**src/rtl/conv_mac_accum.sv**
```systemverilog
// Convolution multiply-accumulate stage: sums KSIZE pixel*weight products per window
// and hands each window result downstream over a valid/ready handshake.
module conv_mac_accum #(
    parameter int KSIZE = 9,
    parameter int ACC_W = 20,
    parameter bit RELU  = 1'b1
) (
    input  logic             clk,
    input  logic             rst,
    input  logic             start,
    input  logic [15:0]      n_windows,
    input  logic             in_valid,
    output logic             in_ready,
    input  logic [7:0]       pixel,
    input  logic [7:0]       weight,
    output logic             out_valid,
    input  logic             out_ready,
    output logic [ACC_W-1:0] out_data,
    output logic             busy,
    output logic             done
);

    localparam int TAP_W = (KSIZE > 1) ? $clog2(KSIZE) : 1;

    typedef enum logic [1:0] {
        IDLE,
        ACCUM,
        HOLD
    } state_t;

    state_t state, state_nxt;

    logic signed [ACC_W-1:0] acc;
    logic [TAP_W-1:0]        tap_cnt;
    logic [15:0]             win_cnt;

    logic                    beat;
    logic                    last_tap;
    logic                    out_fire;
    logic signed [16:0]      product;
    logic signed [ACC_W-1:0] product_ext;
    logic signed [ACC_W-1:0] window_sum;
    logic [ACC_W-1:0]        result;

    assign in_ready = (state == ACCUM);
    assign busy     = (state != IDLE);
    assign beat     = in_valid && in_ready;
    assign last_tap = (tap_cnt == TAP_W'(KSIZE - 1));
    assign out_fire = out_valid && out_ready;

    // Pixel is unsigned, so a zero MSB is prepended before the signed multiply.
    assign product     = 17'($signed({1'b0, pixel})) * 17'($signed(weight));
    assign product_ext = ACC_W'(product);
    assign window_sum  = acc + product_ext;
    assign result      = (RELU && window_sum[ACC_W-1]) ? '0 : window_sum;

    always_ff @(posedge clk or posedge rst) begin
        if (rst) begin
            state <= IDLE;
        end else begin
            state <= state_nxt;
        end
    end

    always_comb begin
        state_nxt = state;
        case (state)
            IDLE: begin
                if (start && (n_windows != 16'd0)) begin
                    state_nxt = ACCUM;
                end
            end
            ACCUM: begin
                if (beat && last_tap) begin
                    state_nxt = HOLD;
                end
            end
            HOLD: begin
                if (out_fire) begin
                    state_nxt = (win_cnt != 16'd0) ? ACCUM : IDLE;
                end
            end
            default: state_nxt = IDLE;
        endcase
    end

    // win_cnt is decremented as each window closes, so it reads zero in HOLD of the final window.
    always_ff @(posedge clk or posedge rst) begin
        if (rst) begin
            acc       <= '0;
            tap_cnt   <= '0;
            win_cnt   <= '0;
            out_valid <= 1'b0;
            out_data  <= '0;
            done      <= 1'b0;
        end else begin
            done <= 1'b0;
            case (state)
                IDLE: begin
                    if (start) begin
                        if (n_windows != 16'd0) begin
                            acc     <= '0;
                            tap_cnt <= '0;
                            win_cnt <= n_windows;
                        end else begin
                            done <= 1'b1;
                        end
                    end
                end
                ACCUM: begin
                    if (beat) begin
                        if (last_tap) begin
                            out_data  <= result;
                            out_valid <= 1'b1;
                            acc       <= '0;
                            tap_cnt   <= '0;
                            win_cnt   <= win_cnt - 16'd1;
                        end else begin
                            acc     <= window_sum;
                            tap_cnt <= tap_cnt + 1'b1;
                        end
                    end
                end
                HOLD: begin
                    if (out_fire) begin
                        out_valid <= 1'b0;
                        if (win_cnt == 16'd0) begin
                            done <= 1'b1;
                        end
                    end
                end
                default: ;
            endcase
        end
    end

endmodule

```
**config.mk**
```make
export PLATFORM = sky130hd
export DESIGN_NAME = conv_mac_accum
export DESIGN_NICKNAME = d
export VERILOG_FILES = /design/src/rtl/conv_mac_accum.sv
export SDC_FILE = /design/constraint.sdc
export NUM_CORES = 1
export LEC_CHECK = 0
export ABC_AREA = 0
export CAP_MARGIN = 20
export CORE_UTILIZATION = 60
export CTS_CLUSTER_DIAMETER = 30
export DETAILED_ROUTE_END_ITERATION = 12
export PLACE_DENSITY = 0.88
export RECOVER_POWER = 100
export SYNTH_ARGS = -nofsm -noshare
export SYNTH_HDL_FRONTEND = slang
export SYNTH_SLANG_ARGS = --single-unit
```
**constraint.sdc**
```tcl
create_clock -name clk -period 13.37 [get_ports clk]
set_clock_uncertainty 0.2 [all_clocks]
set_input_delay 2.674 -clock clk [delete_from_list [all_inputs] [get_ports clk]]
set_output_delay 2.674 -clock clk [all_outputs]
set_load 0.05 [all_outputs]
```
==> run summary <==
status - finished, violations left
failing checks - capacitance limit, slew limit
Clock Sinks - 63
maxcap violations - 1
r2r endpoint - out_data[15]
fillcell total - 694
ys async rst share - 100%
CP Max Fanout - 20
drt wl/cell - 16.2 um
PwrDens - 254 nW/um^2
Buffers & Inverters on Critical Path - 3
clock latency on the worst-skew pair - 340 ps
Yosys cell types - 56
antenna fix cells - 0
final setup margin - 4540 ps
Num CTS Buffers - 9
minimum clock period after layout - 8830 ps
Worst Max-Slew Pin Slew - 3370 ps
DP HPWL - 10600 um
Vias/cell - 5.84
Tcrit/Tclk final - 66.0%
Root Buffer - clkbuf_8
sequential area share after synthesis - 27.0%
worst reg2reg path startpoint - acc[6]
Yosys top cell area share - 27.0%
Worst EP arrival - 8790 ps
critical path cell sequence - dlygate4sd3_1 > clkinv_1 > nor2_1 > fa_1 > fa_1 > fa_1 > fa_1 > ha_1 > ha_1 > a21o_1 > o21bai_1 > a31oi_1 > o21ai_0 > xnor2_1 > clkbuf_1 > o21ai_0
Die Wd - 101 um
pins over their slew limit - 64
I/O Pins - 61
Hold Path Depth - 2
Hold Vio Cnt, Final - 0
r2r setup slk - 7600 ps
WL final - 13500 um
full die area - 10100 um^2
min-delay worst type - flop to flop
Synth warnings - 0
DRC viols - 0
setup violators final - 0
Setup TNS Final - 0 ps
Rel. slew slack - -125%
grt ovf - 0
Power Internal - 0.000792 W
hold path endpoint - acc[9]
clock network fraction of total power - 8.8%
crit end category - flop
slowest CP cell - dlygate4sd3_1
met3 usage - 3.95%
Critical Path Start Type - input port
Post-synth EDFFs - 0
Slowest Stage Delay on Critical Path - 760 ps
Post-CTS Setup Bufs - 0
delay-heaviest family, CP - adder cells
sw frac - 53.2%
Post-CTS Hold Buffers - 0
R2R depth - 17
initial antenna violation count - 0
cell area after synthesis - 5840 um^2
pin count of the biggest net entering global routing - 64
vias post-DR - 4863
grt met1 use - 37.5%
met2 usage - 50.8%
number of global-route vias before repair - 4858
storage element area - 1580 um^2
Max Root-Sink Buffers - 2
Synth Register Bits - 63
Final ANT Viol Nets - 0
largest cells by area after synthesis - dfrtp_1, fa_1, ha_1
starting density of the core - 62.6%
area of the multi-input gates - 3830 um^2
Layout Nets - 850
worst slack at placement - 4960 ps
Hold Path Origin - acc[9]
area of the core - 9330 um^2
CP Class - input port to flop
Leak - 3.20 nW
Mapped Cells - 652
TritonRoute pass-1 iters - 5
predominant post-synthesis flop cell - dfrtp_1
Clock transition at path regs - 70 ps
cell mode on critical path - fa_1
gr busiest metal - met2
unrepaired setup endpoints after global routing - no
Worst EP required - 13330 ps
maximum clock rate - 113 MHz
Area Growth Syn to Fin - 14.1%
Max VDD drop - 0.195 mV
Logic pwr share - 71.6%
CTS H-Tree Depth - 3
post-synth top area cell - dfrtp_1
global-route wire length before repair - 22700 um
Flop pwr share - 19.6%
CTS resizes - 0
Psw - 0.000901 W
layout cells sized above 1 - 2.70%
Synth Net Count - 803
Iter 0 DRT Violations - 273
Port-buffer cells - 59
mean post-synth cell area - 8.96 um^2
row count - 35
CTS tree - done
All-Layer GR Usage - 28.9%
routability cong. - 0.950
die height - 101 um
==> flip-flops by register name, indices dropped and copies added (netlist names) <==
| register | count |
|---|---|
| tap_cnt | 4 |
| state | 2 |
| out_data | 19 |
| done | 1 |
| win_cnt | 16 |
| out_valid | 1 |
| acc | 20 |
==> kinds of logic (layout without fill, tap and decap cells) <==
kind of cell | after synthesis | after routing | share of synthesized area, %
adder cells (fa/ha/maj) | 114 | 114 | 31.0
AND/OR/NAND/NOR | 210 | 210 | 17.1
other | 1 | 1 | 0.0642
buffers and inverters | 108 | 160 | 7.26
XOR/XNOR | 17 | 17 | 2.55
flip-flops | 63 | 63 | 27.0
AO/OA/AOI/OAI | 138 | 138 | 14.9
multiplexers | 1 | 1 | 0.171
==> Yosys cell counts, types with 2 or more instances <==
library cell	count
a211oi_1	4
a21o_1	6
a21oi_1	28
a221oi_1	2
a22o_1	3
a2bb2oi_1	2
a31oi_1	3
and2_1	30
and3_1	3
buf_2	6
buf_4	3
clkbuf_1	18
dfrtp_1	63
fa_1	51
ha_1	63
inv_1	79
nand2_1	102
nand2b_1	6
nand3_1	9
nand4_1	3
nor2_1	23
nor3_1	9
nor3b_1	3
nor4_1	8
o211ai_1	3
o21a_1	2
o21ai_0	13
o21ai_1	36
o22ai_1	2
o2bb2ai_1	2
o31ai_1	19
o32ai_1	2
or3_1	7
or4_1	2
xnor2_1	12
xor2_1	5
==> layout by cell type (no fill, tap or decap), types with 4 or more instances in the layout <==
master           instances
o31ai_1                 19
o21ai_1                 12
xnor2_1                 12
nor4_1                   8
xor2_1                   5
dfrtp_1                 63
ha_1                    63
or3_1                    7
clkbuf_8                10
a21oi_1                 28
inv_1                   78
a21o_1                   6
fa_1                    51
nor2_1                  23
a211oi_1                 4
nor3_1                   9
o21ai_0                 37
nand2_1                102
dlygate4sd3_1           28
clkdlybuf4s50_1         31
nand3_1                  9
nand2b_1                 6
clkbuf_1                 5
and2_1                  30
a31oi_1                  4
==> stage by stage <==
| stage | utilization, % | instance area (um^2) | cells | hold slack (ps) | total power (W) |
|---|---|---|---|---|---|
| 6_report | 71.4 | 6660 | 833 | 286 | 0.00169 |
| 3_5_place_dp | 69.6 | 6490 | 815 | 270 | 0.00155 |
| 5_1_grt | 71.4 | 6660 | 833 | 309 | 0.00186 |
| 3_3_place_gp | 69.6 | 6490 | 815 | 270 | 0.00150 |
| 4_1_cts | 71.6 | 6680 | 831 | 288 | 0.00171 |
| 2_1_floorplan | - | 5840 | 652 | 248 | 0.00125 |
==> worst reg2reg max path: stages, from the launching register on <==
cell	delay, ps
dfrtp_1	360
inv_1	60
fa_1	530
inv_1	50
fa_1	500
inv_1	50
fa_1	480
inv_1	60
fa_1	440
fa_1	450
ha_1	360
o211ai_1	110
o21bai_1	350
a31oi_1	190
o21ai_0	250
xnor2_1	160
clkbuf_1	720
o21ai_0	260
==> layout make-up <==
cell class	instances	area share, %
Clock buffer	10	2.07
Clock inverter	6	0.695
Inverter	80	4.51
Multi-Input combinational cell	481	57.5
Sequential cell	63	23.7
Tap cell	129	2.42
Timing Repair Buffer	64	9.15
==> how the worst max path moves through the flow <==
| stage | start | end | slack, ps | cells past startpoint |
|---|---|---|---|---|
| floorplan | pixel[6] | out_data[18] | 5970 | 17 |
| global placement | weight[7] | out_data[18] | 5150 | 15 |
| detailed placement | weight[7] | out_data[17] | 4960 | 16 |
| CTS | weight[7] | out_data[16] | 5280 | 16 |
| global route | weight[7] | out_data[15] | 4220 | 16 |
| finish | weight[7] | out_data[15] | 4540 | 16 |
==> per-layer routing <==
metal | wire, um | part of all wire (%)
met5 | 0 | 0
met4 | 247 | 1.8
met3 | 652 | 4.8
met2 | 6820 | 50
met1 | 5800 | 43
==> power groups by stage <==
stage | logic, W | registers (W) | clock network, W
final | 0.00121 | 0.000331 | 0.000150
after global routing | 0.00136 | 0.000341 | 0.000160
after CTS | 0.00123 | 0.000331 | 0.000151
after detailed placement | 0.00122 | 0.000334 | 0
after global placement | 0.00117 | 0.000331 | 0
after floorplan | 0.000862 | 0.000390 | 0
Power figures use the tool's default switching activity.
